**src/rtl/clock_pkg.sv**
```systemverilog
// Shared constants and helpers for the calendar clock counters.
//   Month numbering : MONTH_JAN (1) .. MONTH_DEC (12)
//   Month lengths   : DAYS_31, DAYS_30, DAYS_FEB, DAYS_FEB_LEAP
//   Widths          : DAY_W (day value fields), YEAR_W (years 0..9999)
//   is_leap(year)   : Gregorian leap-year test
package clock_pkg;

    localparam int DAY_W  = 7;
    localparam int YEAR_W = 14;

    localparam logic [6:0] MONTH_JAN = 7'd1;
    localparam logic [6:0] MONTH_FEB = 7'd2;
    localparam logic [6:0] MONTH_MAR = 7'd3;
    localparam logic [6:0] MONTH_APR = 7'd4;
    localparam logic [6:0] MONTH_MAY = 7'd5;
    localparam logic [6:0] MONTH_JUN = 7'd6;
    localparam logic [6:0] MONTH_JUL = 7'd7;
    localparam logic [6:0] MONTH_AUG = 7'd8;
    localparam logic [6:0] MONTH_SEP = 7'd9;
    localparam logic [6:0] MONTH_OCT = 7'd10;
    localparam logic [6:0] MONTH_NOV = 7'd11;
    localparam logic [6:0] MONTH_DEC = 7'd12;

    localparam int DAYS_31       = 31;
    localparam int DAYS_30       = 30;
    localparam int DAYS_FEB      = 28;
    localparam int DAYS_FEB_LEAP = 29;

    // Year is passed zero-extended to 32 bits so callers of any year width
    // can share the function; the result equals the modulus on the native width.
    function automatic logic is_leap(input logic [31:0] year);
        return ((year % 32'd4 == 32'd0) && (year % 32'd100 != 32'd0)) ||
               (year % 32'd400 == 32'd0);
    endfunction

endpackage

```
**src/rtl/days_in_month.sv**
```systemverilog
// Combinational month-length lookup (also used by the date-setting UI).
//   month_i : month 1..12; 0 or >12 is treated as a 31-day month
//   year_i  : year, used for the February leap decision
//   last_o  : number of days in the month
module days_in_month
    import clock_pkg::*;
#(
    parameter int YR_W = clock_pkg::YEAR_W,
    parameter int DY_W = clock_pkg::DAY_W
) (
    input  logic [6:0]      month_i,
    input  logic [YR_W-1:0] year_i,
    output logic [DY_W-1:0] last_o
);

    logic leap;

    assign leap = is_leap(32'(year_i));

    always_comb begin
        last_o = DY_W'(DAYS_31);
        case (month_i)
            MONTH_APR, MONTH_JUN, MONTH_SEP, MONTH_NOV: last_o = DY_W'(DAYS_30);
            MONTH_FEB: last_o = leap ? DY_W'(DAYS_FEB_LEAP) : DY_W'(DAYS_FEB);
            default:   last_o = DY_W'(DAYS_31);
        endcase
    end

endmodule

```
**src/rtl/counter_day.sv**
```systemverilog
// Day-of-month counter feeding the month counter.
//   day_clk      : clock, one rising edge per day tick
//   rst          : synchronous active-high reset
//   en           : count enable (low = hold)
//   load         : load set_numb_day (clamped to the month length)
//   set_numb_day : day value to load
//   month_w      : current month from the month counter
//   year_w       : current year, for the leap decision
//   month_clk    : registered one-cycle pulse after each wrap
//   day_w        : current day of month, 1-based
module counter_day #(
    parameter int YEAR_W = clock_pkg::YEAR_W,
    parameter int DAY_W  = clock_pkg::DAY_W
) (
    input  logic              day_clk,
    input  logic              rst,
    input  logic              en,
    input  logic              load,
    input  logic [DAY_W-1:0]  set_numb_day,
    input  logic [6:0]        month_w,
    input  logic [YEAR_W-1:0] year_w,
    output logic              month_clk,
    output logic [DAY_W-1:0]  day_w
);

    localparam logic [DAY_W-1:0] DAY_ONE = DAY_W'(1);

    logic [DAY_W-1:0] last;
    logic [DAY_W-1:0] day_q, day_d;
    logic             mclk_q, mclk_d;

    days_in_month #(
        .YR_W (YEAR_W),
        .DY_W (DAY_W)
    ) u_days_in_month (
        .month_i (month_w),
        .year_i  (year_w),
        .last_o  (last)
    );

    always_comb begin
        day_d  = day_q;
        mclk_d = 1'b0;
        if (load) begin
            if (set_numb_day == '0)
                day_d = DAY_ONE;
            else if (set_numb_day > last)
                day_d = last;
            else
                day_d = set_numb_day;
        end else if (en) begin
            // >= so a stale day left above a shorter month wraps next tick
            if (day_q >= last) begin
                day_d  = DAY_ONE;
                mclk_d = 1'b1;
            end else begin
                day_d = day_q + DAY_ONE;
            end
        end
    end

    always_ff @(posedge day_clk) begin
        if (rst) begin
            day_q  <= DAY_ONE;
            mclk_q <= 1'b0;
        end else begin
            day_q  <= day_d;
            mclk_q <= mclk_d;
        end
    end

    assign day_w     = day_q;
    assign month_clk = mclk_q;

endmodule

```
**config.mk**
```make
export PLATFORM = sky130hd
export DESIGN_NAME = counter_day
export DESIGN_NICKNAME = d
export VERILOG_FILES = /design/src/rtl/clock_pkg.sv /design/src/rtl/days_in_month.sv /design/src/rtl/counter_day.sv
export SDC_FILE = /design/constraint.sdc
export NUM_CORES = 1
export LEC_CHECK = 0
export BUFFER_PORTS_ARGS = -buffer_cell sky130_fd_sc_hd__buf_2
export CAP_MARGIN = 0
export CORE_ASPECT_RATIO = 0.8
export CORE_MARGIN = 10
export CORE_UTILIZATION = 45
export DETAILED_ROUTE_END_ITERATION = 10
export GPL_ROUTABILITY_DRIVEN = 0
export PLACE_DENSITY = 0.69
export SLEW_MARGIN = 20
export SYNTH_ARGS = -nofsm -noshare
export SYNTH_HDL_FRONTEND = slang
export SYNTH_SLANG_ARGS = --single-unit
```
**constraint.sdc**
```tcl
create_clock -name day_clk -period 6.9 [get_ports day_clk]
set_input_delay 0.69 -clock day_clk [delete_from_list [all_inputs] [get_ports day_clk]]
set_output_delay 0.69 -clock day_clk [all_outputs]
set_load 0.005 [all_outputs]
```
; ---- After elaboration in Yosys (flattened, before gate mapping)
; Cells that the tools add are included.
[totals]
latchBits = 0
ramBits = 0
wordCells = 30
ff_bits = 8
memories = 0
rom_bits = 0
out_inout_bits = 8
inputBits = 32
[op_classes]
eq_ne = 5
muxes = 8
div = 2
shift = 0
bitwise = 1
n_reduce_logical = 9
multipliers = 0
magnitude_cmp = 2
add_sub_neg = 1
[ops]
columns = operator, n
row1 = logical NOT 32 bit, 2
row2 = 2-to-1 mux 7 bit, 5
row3 = "modulo 14 x 7 -> 32 bit, second input constant", 1
row4 = "modulo 14 x 9 -> 32 bit, second input constant", 1
row5 = nonzero test 32 bit, 1
row6 = "equality test 7 x 3 -> 1 bit, second input constant", 2
row7 = "equality test 7 x 4 -> 1 bit, second input constant", 2
row8 = one-hot mux 7 bit (2 select lines), 1
row9 = "adder 7 x 1 -> 7 bit, second input constant", 1
row10 = "equality test 7 x 2 -> 1 bit, second input constant", 1
row11 = >= comparator 7 bit, 1
row12 = > comparator 7 bit, 1
row13 = logical NOT 7 bit, 1
row14 = OR reduction 4 bit, 1
row15 = OR reduction 3 bit, 1
row16 = 2-to-1 mux 1 bit, 2
row17 = nonzero test 2 bit, 1
row18 = logical AND 1 bit, 1
row19 = logical OR 1 bit, 1
row20 = NOT 1 bit, 1

; ---- Depth between registers and ports, before layout
[logic_depth]
depth_word = 10
ltp_mapped = 34
depth_no_buf = 30

; ---- Cells and area by module
; From an unflattened synthesis, not the netlist that was laid out.
[unflattened]
cells_unflattened = 419
hier_area_um2 = 3006.6
[by_module_without_submodules]
columns = module, seq_area_each_um2, cells_each, area_per_inst_um2, n_inst
row1 = days_in_month, 0.0, 307, 2155.8, 1
row2 = counter_day, 160.2, 112, 850.8, 1

; ---- Least setup slack after synthesis
; OpenSTA, ideal clock, no wires.
[synth_path]
kind = input to register
start = in year_w[10]
end = reg day_q[0] (netlist: day_w[0])
stages = 32
arrival_time_ns = 6.904
setup_ns = 0.133
n_path_buf = 2
slack_ns = -0.137
required_ns = 6.767
path_cell_list = buf_2 -> nor3_1 -> nor2_1 -> ha_1 -> nand3b_1 -> or2_2 -> a211o_1 -> a211o_1 -> a211oi_4 -> nand2_2 -> a31o_1 -> and3_1 -> or2_1 -> buf_2 -> or4_4 -> and2_4 -> o41ai_4 -> nor2_2 -> a22o_1 -> xor2_1 -> o2111ai_1 -> o311ai_2 -> nand2_1 -> ha_1 -> nand2b_1 -> a21oi_1 -> o21ai_0 -> or2_2 -> nor3_1 -> a21oi_1 -> o22ai_1 -> a31oi_1
[synth_via]
elab_chain_len = 10
word_cells_on_any_way = 15
classes_between = div (2) / order compare (2) / mux (7) / reduce/logical (4)
[synth_lines]
columns = element, line
row1 = start: declaration, counter_day.sv:21  ; input logic [YEAR_W-1:0] year_w,
row2 = modulo 14 x 7 -> 32 bit, clock_pkg.sv:32  ; return ((year % 32'd4 == 32'd0) && (year % 32'd100 != 32'd0)) ||
row3 = nonzero test 32 bit, clock_pkg.sv:32
row4 = logical AND 1 bit, clock_pkg.sv:32
row5 = logical OR 1 bit *, clock_pkg.sv:32
row6 = 2-to-1 mux 1 bit *, days_in_month.sv:24  ; MONTH_FEB: last_o = leap ? DY_W'(DAYS_FEB_LEAP) : DY_W'(DAYS_FEB);
row7 = one-hot mux 7 bit (2 select lines) *, days_in_month.sv:22  ; case (month_i)
row8 = >= comparator 7 bit or > comparator 7 bit (tied branches), "counter_day.sv:53, counter_day.sv:47"
row9 = "2-to-1 mux 7 bit, on equally long branches", "counter_day.sv:53, counter_day.sv:47"
row10 = "2-to-1 mux 7 bit, on equally long branches", "counter_day.sv:51, counter_day.sv:45"
row11 = 2-to-1 mux 7 bit *, counter_day.sv:44  ; if (load) begin
row12 = end signal: assignment, counter_day.sv:67  ; day_q <= day_d;
row13 = end: declaration, counter_day.sv:29  ; logic [DAY_W-1:0] day_q, day_d;
; Mark *: on every way between the ends. The rest lies on a longest branch, timed or not. The select of a mux whose other input is x is not followed.
; A chain may end at the register's enable or synchronous reset.

; ---- Worst setup path after layout
[layout_path]
start = in year_w[11]
end = reg day_q[4] (netlist: day_w[4])
; The elaborated chain is that of the path after synthesis.

==> flow_summary.json <==
{
  "setup_violations": 1,
  "die_x_microns": 101.7,
  "grt_pass1_vias": 2965,
  "ys_seq_area_share_pct": 6.667,
  "fmax_mhz": 144.3,
  "grt_antenna_before_repair": 0,
  "max-vdd-ir-drop_mv": 0.1733,
  "placed_area_sq_um": 3288,
  "holdWs_ps": 488.3,
  "synth_seq_cells": 8,
  "worst_pin_slew_ps": 578.4,
  "route.detailed.drc": 0,
  "avgSynthCellArea_sq_um": 7.258,
  "vias_per_cell": 6.402,
  "power_leakage_uw": 0.001598,
  "critPathRequiredTime_ps": 7060,
  "end_kind": "register",
  "grt_max_degree": 20,
  "synth_area_sq_um": 2402,
  "startpoint_type": "input pin",
  "io_pins": 40,
  "path_buf_inv": 8,
  "drv_cap": 0,
  "layout_common_cells": "buf_4 (100), buf_2 (37), nand2_1 (25)",
  "io_buffers": 39,
  "cts_sinks": 8,
  "core_area_sq_um": 5094,
  "path_class": "in2reg",
  "crit_path_frequent_cell": "buf_4",
  "drt_wl_total_microns": 9541,
  "post_drt_wl_per_cell_microns": 18.24,
  "final_common_cell": "buf_4",
  "dieArea_sq_um": 8679,
  "place_hpwl_microns": 6563,
  "synthTopCellsByArea": "dfxtp_1 (6.7%), nor2_1 (4.4%), nand2_1 (4.2%)",
  "hp-class": "reg2reg",
  "numCtsBuffers": 3,
  "drtAntennaViolNets": 0,
  "antennaDiodeCount": 0,
  "hold_viol": 0,
  "layout-drive-gt1-share_pct": 52.71,
  "crit_fanout": 9,
  "synth_edf_count": 0,
  "grt.overflow.total": 0,
  "ys_types": 85,
  "dr.pass1.iters": 5,
  "syn_to_final_growth_pct": 61.41,
  "num_vias": 3348,
  "nFillCells": 382,
  "clock_path_buffers": 2,
  "finalCritPeriodShare_pct": 100.4,
  "final_nets": 501,
  "htree_num_levels": 1,
  "cts_tree": "done",
  "rsz0062_at_grt": "true",
  "cp.arrival_ps": 7090,
  "synthesis.nets": 369,
  "layout_setup_ws_ps": -30.42,
  "cts_root_buf": "clkbuf_8",
  "final.setup_skew_ps": 2.764,
  "synth_ff_type": "dfxtp_1",
  "fin_crit_ps": 6930,
  "grt_pass1_wl_microns": 13730,
  "final_cell_area_sq_um": 3877,
  "cp_top_family": "compound AO/OA/AOI/OAI gates",
  "outcome": "finished with violations",
  "seq_area_sq_um": 160.2,
  "start_util_pct": 47.16,
  "place_ws_ps": -313.7,
  "clock_latency_ps": 240,
  "synth_top_area_share_pct": 6.667,
  "fp.dieH_microns": 85.35,
  "slew_violations": 0,
  "relSlewSlack_pct": 61.08,
  "violations": "negative setup slack",
  "track_usage_pct": 18.42,
  "syn_inst": 331,
  "row_count": 23,
  "yosys_warnings": 0,
  "clk_pin_slew_ps": 40,
  "worst_path_max_delay_cell": "a2111oi_0",
  "slowest_delay_ps": 480,
  "synth_largest_area_cell": "dfxtp_1",
  "initialDrtViolationCount": 276,
  "async_flop_share_pct": 0,
  "multiInputGateArea_sq_um": 2517,
  "power_density_nw_per_um2": 237.9
}
## power by group
group	total (uW)	switching (uW)	internal, uW	leakage [uW]
Combinational	812	409	403	0.00151
Sequential	53.0	3.99	49.0	0.0000658
Clock	57.9	20.0	37.9	0.0000216
## metal layers
metal / global-route usage (%) / part of all wire, % / routed length (microns) / vias to the layer above
li1: - / - / - / 1567
met1: 24.64 / 41 / 3941 / 1590
met2: 30.60 / 49 / 4669 / 165
met3: 2.350 / 8.0 / 761 / 26
met4: 3.632 / 1.8 / 169 / 0
met5: 0 / 0 / 0 / -
## what timing repair did
action | CTS | global route
buffers inserted | 5 | 17
resized for setup | 10 | 73
hold endpoints to repair | 0 | 0
endpoints found under the setup margin | 5 | 7
pin swaps | 7 | 49
hold buffers | 0 | 0
## area by class of cell
| class | count | area share (%) |
|---|---|---|
| inverters | 9 | 0.8712 |
| well taps | 62 | 2.001 |
| clock buffers | 3 | 1.065 |
| flip-flops and latches | 8 | 4.130 |
| repair buffers | 145 | 27.01 |
| multi-input cells | 296 | 64.92 |
## through the flow
step                power (uW)  TNS (ps)  cells  util, %
finish                   922.5    -30.42    523    76.12
global route             979.4     -1691    523    76.12
CTS                      759.9         0    507    66.86
detailed placement       682.5     -1526    499    64.55
global placement         669.7    -624.7    499    64.55
floorplan                432.5         0    331        -
## flip-flops by register name, indices dropped and copies added, names as in the netlist
register / flops
month_clk: 1
day_w: 7
## final timing paths
path | start | endpoint | slack (ps) | depth (start not counted)
max reg2reg | day_w[0]$_SDFFE_PP1P_ | day_w[4]$_SDFFE_PP0P_ | 4950 | 11
min | day_w[6]$_SDFFE_PP0P_ | day_w[6]$_SDFFE_PP0P_ | 490 | 1
min reg2reg | day_w[6]$_SDFFE_PP0P_ | day_w[6]$_SDFFE_PP0P_ | 490 | 1
max | year_w[11] | day_w[4]$_SDFFE_PP0P_ | -30 | 35
## Yosys cell counts, types with 6 or more instances
library cell / count
nor2_1: 28
nand2_1: 27
o21ai_0: 20
nor3_1: 18
a21oi_1: 16
nand3_1: 12
a31oi_1: 9
inv_1: 9
clkbuf_1: 8
dfxtp_1: 8
a211oi_1: 7
and2_1: 7
ha_1: 6
or2_2: 6
## logic make-up after synthesis
logic type | after synthesis | synth area share, %
xor gates and xnor gates | 11 | 4.948
muxes | 2 | 0.8854
DFF | 8 | 6.667
buffers and inverters | 27 | 4.948
AOI/OAI and AO/OA | 129 | 44.17
adders and majority gates | 11 | 5.208
and+or+nand+nor | 143 | 33.18
Power figures use the tool's default switching activity.
